`src/rtl/vend_pkg.sv`:
```
// Shared types and constants for the vending-machine controller.
// State encodings are one-hot so that any corrupted pattern can be detected.
package vend_pkg;

  typedef enum logic [2:0] {
    IDLE     = 3'b001,
    DISPENSE = 3'b010,
    CHANGE   = 3'b100
  } state_t;

  localparam int QUARTER_VAL = 1;
  localparam int DOLLAR_VAL  = 4;

endpackage

```
`src/rtl/rr_arbiter.sv`:
```
// Combinational round-robin arbiter: the search starts at i_ptr and wraps around.
// The pointer register itself lives in the parent so that it only advances on a real grant.
module rr_arbiter #(
  parameter int NUM_SLOTS = 4
) (
  input  logic [NUM_SLOTS-1:0]         i_req,
  input  logic [$clog2(NUM_SLOTS)-1:0] i_ptr,
  output logic                         o_valid,
  output logic [$clog2(NUM_SLOTS)-1:0] o_idx
);

  localparam int SLOT_W = $clog2(NUM_SLOTS);

  // Scan from farthest to nearest so the slot closest to the pointer overwrites the others.
  always_comb begin
    o_valid = 1'b0;
    o_idx   = '0;
    for (int i = NUM_SLOTS - 1; i >= 0; i--) begin
      if (i_req[(int'(i_ptr) + i) % NUM_SLOTS]) begin
        o_valid = 1'b1;
        o_idx   = SLOT_W'((int'(i_ptr) + i) % NUM_SLOTS);
      end
    end
  end

endmodule

```
`src/rtl/vend_controller.sv`:
```
// Vending-machine sequencer: coin credit, round-robin product select, and
// req/done handshakes to the shared dispenser and change-return units.
//
// state    | meaning
// IDLE     | accept coins, arbitrate selects, honour cancel
// DISPENSE | Disp_Req held for Disp_Slot until Disp_Done
// CHANGE   | Change_Req held, one quarter returned per Change_Done
module vend_controller #(
  parameter int NUM_SLOTS  = 4,
  parameter int PRICE_Q    = 3,
  parameter int CREDIT_W   = 4,
  parameter int MAX_CREDIT = 8
) (
  input  logic                         Clock,
  input  logic                         Reset,
  input  logic                         Quarter_In,
  input  logic                         Dollar_In,
  input  logic                         Cancel,
  input  logic [NUM_SLOTS-1:0]         Select,
  input  logic [NUM_SLOTS-1:0]         Slot_Empty,
  input  logic                         Disp_Done,
  input  logic                         Change_Done,
  output logic                         Disp_Req,
  output logic [$clog2(NUM_SLOTS)-1:0] Disp_Slot,
  output logic                         Change_Req,
  output logic                         Coin_Reject,
  output logic [CREDIT_W-1:0]          Credit,
  output logic                         Busy
);

  import vend_pkg::*;

  localparam int SLOT_W = $clog2(NUM_SLOTS);
  localparam logic [CREDIT_W-1:0] PRICE_C   = CREDIT_W'(PRICE_Q);
  localparam logic [CREDIT_W-1:0] MAX_C     = CREDIT_W'(MAX_CREDIT);
  localparam logic [CREDIT_W-1:0] QUARTER_C = CREDIT_W'(QUARTER_VAL);
  localparam logic [CREDIT_W-1:0] DOLLAR_C  = CREDIT_W'(DOLLAR_VAL);

  state_t                r_state;
  logic [CREDIT_W-1:0]   r_credit;
  logic [SLOT_W-1:0]     r_ptr;
  logic                  r_disp_req;
  logic [SLOT_W-1:0]     r_disp_slot;
  logic                  r_change_req;
  logic                  r_coin_reject;
  logic                  r_busy;

  state_t                w_state_nxt;
  logic [CREDIT_W-1:0]   w_credit_nxt;
  logic [CREDIT_W-1:0]   w_coin_credit;
  logic [SLOT_W-1:0]     w_ptr_nxt;
  logic                  w_disp_req_nxt;
  logic [SLOT_W-1:0]     w_disp_slot_nxt;
  logic                  w_change_req_nxt;
  logic                  w_reject_nxt;
  logic [CREDIT_W:0]     w_sum_d;
  logic [CREDIT_W:0]     w_sum_q;
  logic [NUM_SLOTS-1:0]  w_req;
  logic                  w_gnt_valid;
  logic [SLOT_W-1:0]     w_gnt_idx;

  assign w_req   = Select & ~Slot_Empty;
  assign w_sum_d = {1'b0, r_credit} + {1'b0, DOLLAR_C};
  assign w_sum_q = {1'b0, r_credit} + {1'b0, QUARTER_C};

  rr_arbiter #(
    .NUM_SLOTS(NUM_SLOTS)
  ) u_arb (
    .i_req  (w_req),
    .i_ptr  (r_ptr),
    .o_valid(w_gnt_valid),
    .o_idx  (w_gnt_idx)
  );

  always_comb begin
    w_state_nxt      = IDLE;
    w_credit_nxt     = r_credit;
    w_coin_credit    = r_credit;
    w_ptr_nxt        = r_ptr;
    w_disp_req_nxt   = 1'b0;
    w_disp_slot_nxt  = r_disp_slot;
    w_change_req_nxt = 1'b0;
    w_reject_nxt     = 1'b0;

    case (r_state)
      IDLE: begin
        // A simultaneous quarter is always bounced; the dollar gets first claim on headroom.
        if (Dollar_In) begin
          if (w_sum_d > {1'b0, MAX_C}) w_reject_nxt  = 1'b1;
          else                          w_coin_credit = w_sum_d[CREDIT_W-1:0];
          if (Quarter_In) w_reject_nxt = 1'b1;
        end else if (Quarter_In) begin
          if (w_sum_q > {1'b0, MAX_C}) w_reject_nxt  = 1'b1;
          else                          w_coin_credit = w_sum_q[CREDIT_W-1:0];
        end

        w_credit_nxt = w_coin_credit;
        if (w_gnt_valid && (r_credit >= PRICE_C)) begin
          w_state_nxt     = DISPENSE;
          w_disp_req_nxt  = 1'b1;
          w_disp_slot_nxt = w_gnt_idx;
          w_credit_nxt    = w_coin_credit - PRICE_C;
          w_ptr_nxt       = (w_gnt_idx == SLOT_W'(NUM_SLOTS - 1)) ? '0 : w_gnt_idx + SLOT_W'(1);
        end else if (Cancel && (r_credit != '0)) begin
          w_state_nxt      = CHANGE;
          w_change_req_nxt = 1'b1;
        end
      end

      DISPENSE: begin
        w_reject_nxt   = Quarter_In | Dollar_In;
        w_state_nxt    = DISPENSE;
        w_disp_req_nxt = 1'b1;
        if (Disp_Done) begin
          w_disp_req_nxt = 1'b0;
          if (r_credit != '0) begin
            w_state_nxt      = CHANGE;
            w_change_req_nxt = 1'b1;
          end else begin
            w_state_nxt = IDLE;
          end
        end
      end

      CHANGE: begin
        w_reject_nxt     = Quarter_In | Dollar_In;
        w_state_nxt      = CHANGE;
        w_change_req_nxt = 1'b1;
        if (r_credit == '0) begin
          w_state_nxt      = IDLE;
          w_change_req_nxt = 1'b0;
        end else if (Change_Done) begin
          w_credit_nxt = r_credit - CREDIT_W'(1);
          if (r_credit == CREDIT_W'(1)) begin
            w_state_nxt      = IDLE;
            w_change_req_nxt = 1'b0;
          end
        end
      end

      default: begin
        w_reject_nxt = Quarter_In | Dollar_In;
      end
    endcase
  end

  always_ff @(posedge Clock or negedge Reset) begin
    if (!Reset) begin
      r_state       <= IDLE;
      r_credit      <= '0;
      r_ptr         <= '0;
      r_disp_req    <= 1'b0;
      r_disp_slot   <= '0;
      r_change_req  <= 1'b0;
      r_coin_reject <= 1'b0;
      r_busy        <= 1'b0;
    end else begin
      r_state       <= w_state_nxt;
      r_credit      <= w_credit_nxt;
      r_ptr         <= w_ptr_nxt;
      r_disp_req    <= w_disp_req_nxt;
      r_disp_slot   <= w_disp_slot_nxt;
      r_change_req  <= w_change_req_nxt;
      r_coin_reject <= w_reject_nxt;
      r_busy        <= (w_state_nxt == DISPENSE) || (w_state_nxt == CHANGE);
    end
  end

  assign Disp_Req    = r_disp_req;
  assign Disp_Slot   = r_disp_slot;
  assign Change_Req  = r_change_req;
  assign Coin_Reject = r_coin_reject;
  assign Credit      = r_credit;
  assign Busy        = r_busy;

endmodule

```
`config.mk`:
```
export PLATFORM = sky130hd
export DESIGN_NAME = vend_controller
export DESIGN_NICKNAME = d
export VERILOG_FILES = /design/src/rtl/vend_pkg.sv /design/src/rtl/rr_arbiter.sv /design/src/rtl/vend_controller.sv
export SDC_FILE = /design/constraint.sdc
export NUM_CORES = 1
export LEC_CHECK = 0
export BUFFER_PORTS_ARGS = -buffer_cell sky130_fd_sc_hd__buf_2
export CAP_MARGIN = 20
export CORE_MARGIN = 5
export CORE_UTILIZATION = 30
export DETAILED_ROUTE_END_ITERATION = 6
export PLACE_DENSITY = 0.48
export SETUP_SLACK_MARGIN = 0.1
export SYNTH_ARGS = -nofsm -noshare
export SYNTH_HDL_FRONTEND = slang
export SYNTH_SLANG_ARGS = --single-unit
export TNS_END_PERCENT = 50
```
`constraint.sdc`:
```
create_clock -name Clock -period 5.1 [get_ports Clock]
set_input_delay 0.51 -clock Clock [delete_from_list [all_inputs] [get_ports Clock]]
set_output_delay 0.51 -clock Clock [all_outputs]
set_load 0.005 [all_outputs]
```
==> flow_metrics.tcl <==
set metrics [dict create \
    run_status "complete, no violations" \
    met2_length_mm 1.59 \
    htreeDepth 1 \
    leakage_uw 0.000676 \
    yosysWarnings 0 \
    cts_setup_buffers 0 \
    fillCellCount 442 \
    globalplace.congestion 0.747 \
    grt_first_pass_wirelength_mm 5.39 \
    cts_hold_buf 0 \
    path_max_fanout 11 \
    yosysTopAreaCell "dfrtp_1" \
    rrSetupSlack_ns 2.58 \
    grt_antenna_before_repair 0 \
    crit_type "register to register" \
    grt_max_degree 15 \
    synth.distinct_cells 44 \
    core_sq_um 4090 \
    hold_class "input port to asynchronous set/reset pin" \
    dp_hpwl_mm 2.50 \
    grt_usage 0.121 \
    clk_pin_slew_ns 0.06 \
    n_antenna_cell 0 \
    synth-main-ff-cell "dfrtp_1" \
    insertion_delay_ns 0.24 \
    register_area_sq_um 352 \
    wl_met3_um 94 \
    yosysSeqAreaShare 0.273 \
    cap_violations 0 \
    grt_pass1_vias 1141 \
    postRouteAntennaNets 0 \
    worstSetupStartpointType "register" \
    drt-pass1-iter-count 4 \
    die_w_um 75.5 \
    portBuffers 24 \
    area_delta_synth_final_pct 15.3 \
    dieHeight_um 75.5 \
    synth_top_area_frac 0.253 \
    vias 1188 \
    required_ns 5.22 \
    drv_slew 0 \
    fin_skew_ns 0.00189 \
    drive_above_1_share 0.190 \
    wl_met1_mm 1.50 \
    power_density_nw_per_um2 578 \
    ir_drop_v 0.000231 \
    top_layer_used "met4" \
    reg2reg_to "Credit[2]" \
    clockBufferDepth 2 \
    tightest_slew_ns 0.514 \
    synth_edf_count 0 \
    period_share 0.493 \
    r2r-start "Credit[0]" \
    synth_seq_cells 14 \
    synth_area_per_cell_sq_um 8.25 \
    dieArea_sq_um 5700 \
    clock_sinks 14 \
    cts_root_buffer "clkbuf_8" \
    async_reset_ff_frac 1.00 \
    synthTopCellsByArea "dfrtp_1 25%, ha_1 9.7%, a21oi_1 5.1%, nand2_1 4.7%, nor2_1 4.1%" \
    numCtsBuffers 3 \
    period_needed_ns 2.52 \
    nNetsFinal 205 \
    start_util 0.315 \
    ctsResizeCount 0 \
    setup.worst_path.end_class "register" \
    drtIter0Drc 44 \
    multi_input_area_sq_um 863 \
    routed_wl_mm 3.20 \
    tns_ns 0 \
    vias_per_cell 5.19 \
    max_freq_ghz 0.398 \
    setup_viol 0 \
    post_drt_wl_per_cell_um 14.0 \
    slew_headroom 0.654 \
    grt_overflow 0 \
    tritoncts "yes" \
    r2r_cells 9 \
    netlist_instances 156 \
    synth_area_sq_um 1290 \
    num_rows 23 \
    cp.arrival_ns 2.63 \
    final_hold_viol_count 0 \
    drc 0 \
    grt_setup_unrepaired "no" \
    ios 25 \
    syn_nets 181 \
    utilization 0.363 \
]
==> cells in the mapped netlist, types with 2 or more instances <==
cell,count
a31oi_1,5
and2b_1,4
o21ai_0,9
inv_1,8
a21oi_1,13
o221ai_1,2
and2_1,2
ha_1,10
mux2i_1,3
dfrtp_1,13
nor2_1,14
buf_4,4
nand4b_1,2
a32o_1,2
nand2_1,16
xnor2_1,3
o21a_1,2
nor2b_1,6
o211ai_1,2
nor3_1,2
nand3_1,5
nand2b_1,6
nand4_1,2
==> how the worst max path moves through the flow <==
stage | slack, ns | start | end | depth (start not counted)
6_report | 2.58 | Credit[0] | Credit[2] | 9
5_1_grt | 2.44 | Credit[0] | Credit[2] | 9
4_1_cts | 2.59 | Credit[0] | Credit[2] | 9
3_5_place_dp | 2.61 | Credit[0] | Credit[2] | 9
3_3_place_gp | 2.66 | Credit[0] | Credit[2] | 9
2_1_floorplan | 2.81 | Credit[1] | Credit[2] | 9
==> power by group <==
part / switching (uW) / internal (uW) / leakage (uW)
registers: 84.8 / 165 / 0.000169
logic: 277 / 222 / 0.000479
clock network: 40.4 / 68.3 / 0.0000288
==> kinds of logic after synthesis <==
family	after synthesis	synth area share
simple gates	65	0.269
compound gates	46	0.242
buf+inv	13	0.0554
mux	4	0.0350
flops	14	0.273
fa+ha+maj	10	0.0973
xor+xnor	4	0.0272
==> registers in the layout, indices dropped and copies added (netlist names) <==
| name | count |
|---|---|
| r_state | 2 |
| Disp_Slot | 2 |
| r_ptr | 2 |
| Credit | 4 |
| Change_Req | 1 |
| Coin_Reject | 1 |
| Disp_Req | 1 |
| Busy | 1 |
==> critical path: stages (launching register included) <==
cell and delay [ns]:
dfrtp_1 0.50, ha_1 0.35, nand2b_1 0.21, o22a_4 0.25, a21oi_4 0.19, mux2_4 0.33
ha_1 0.19, nor2_1 0.12, xor2_1 0.16, o22ai_1 0.09
==> per-stage QoR <==
step | cell area [sq um] | total power (uW) | hold WS (ns) | instances | worst slack [ns]
floorplan | 1290 | 632 | 0.214 | 156 | 2.81
finish | 1480 | 857 | 0.160 | 229 | 2.58
CTS | 1480 | 865 | 0.172 | 229 | 2.59
global route | 1480 | 947 | 0.178 | 229 | 2.44
detailed placement | 1430 | 751 | 0.435 | 225 | 2.61
global placement | 1430 | 743 | 0.432 | 225 | 2.66
==> cell type report <==
class | count | area share
Inverter | 8 | 0.0203
Clock buffer | 4 | 0.0371
Tap cell | 50 | 0.0422
Sequential cell | 14 | 0.237
Timing Repair Buffer | 24 | 0.0810
Multi-Input combinational cell | 129 | 0.582
==> routing by layer <==
layer	track usage	vias up
met1	0.164	557
li1	-	612
met2	0.202	17
met5	0	-
met4	0.0291	0
met3	0.0185	2
==> placed cells by master, fill, tap and decap left out, types with 2 or more instances in the layout <==
cell type,count
o21ai_0,9
nand3_1,5
nor2b_1,6
buf_2,24
o211ai_1,2
nand4b_1,2
a32o_1,2
o21a_1,2
a21oi_1,13
nand2_1,16
a31oi_1,5
o221ai_1,2
xnor2_1,3
nand4_1,2
and2_1,2
nand2b_1,6
dfrtp_1,13
mux2i_1,3
and2b_1,4
nor2_1,14
ha_1,10
nor3_1,2
inv_1,8
clkbuf_8,4
Power figures use the tool's default switching activity.
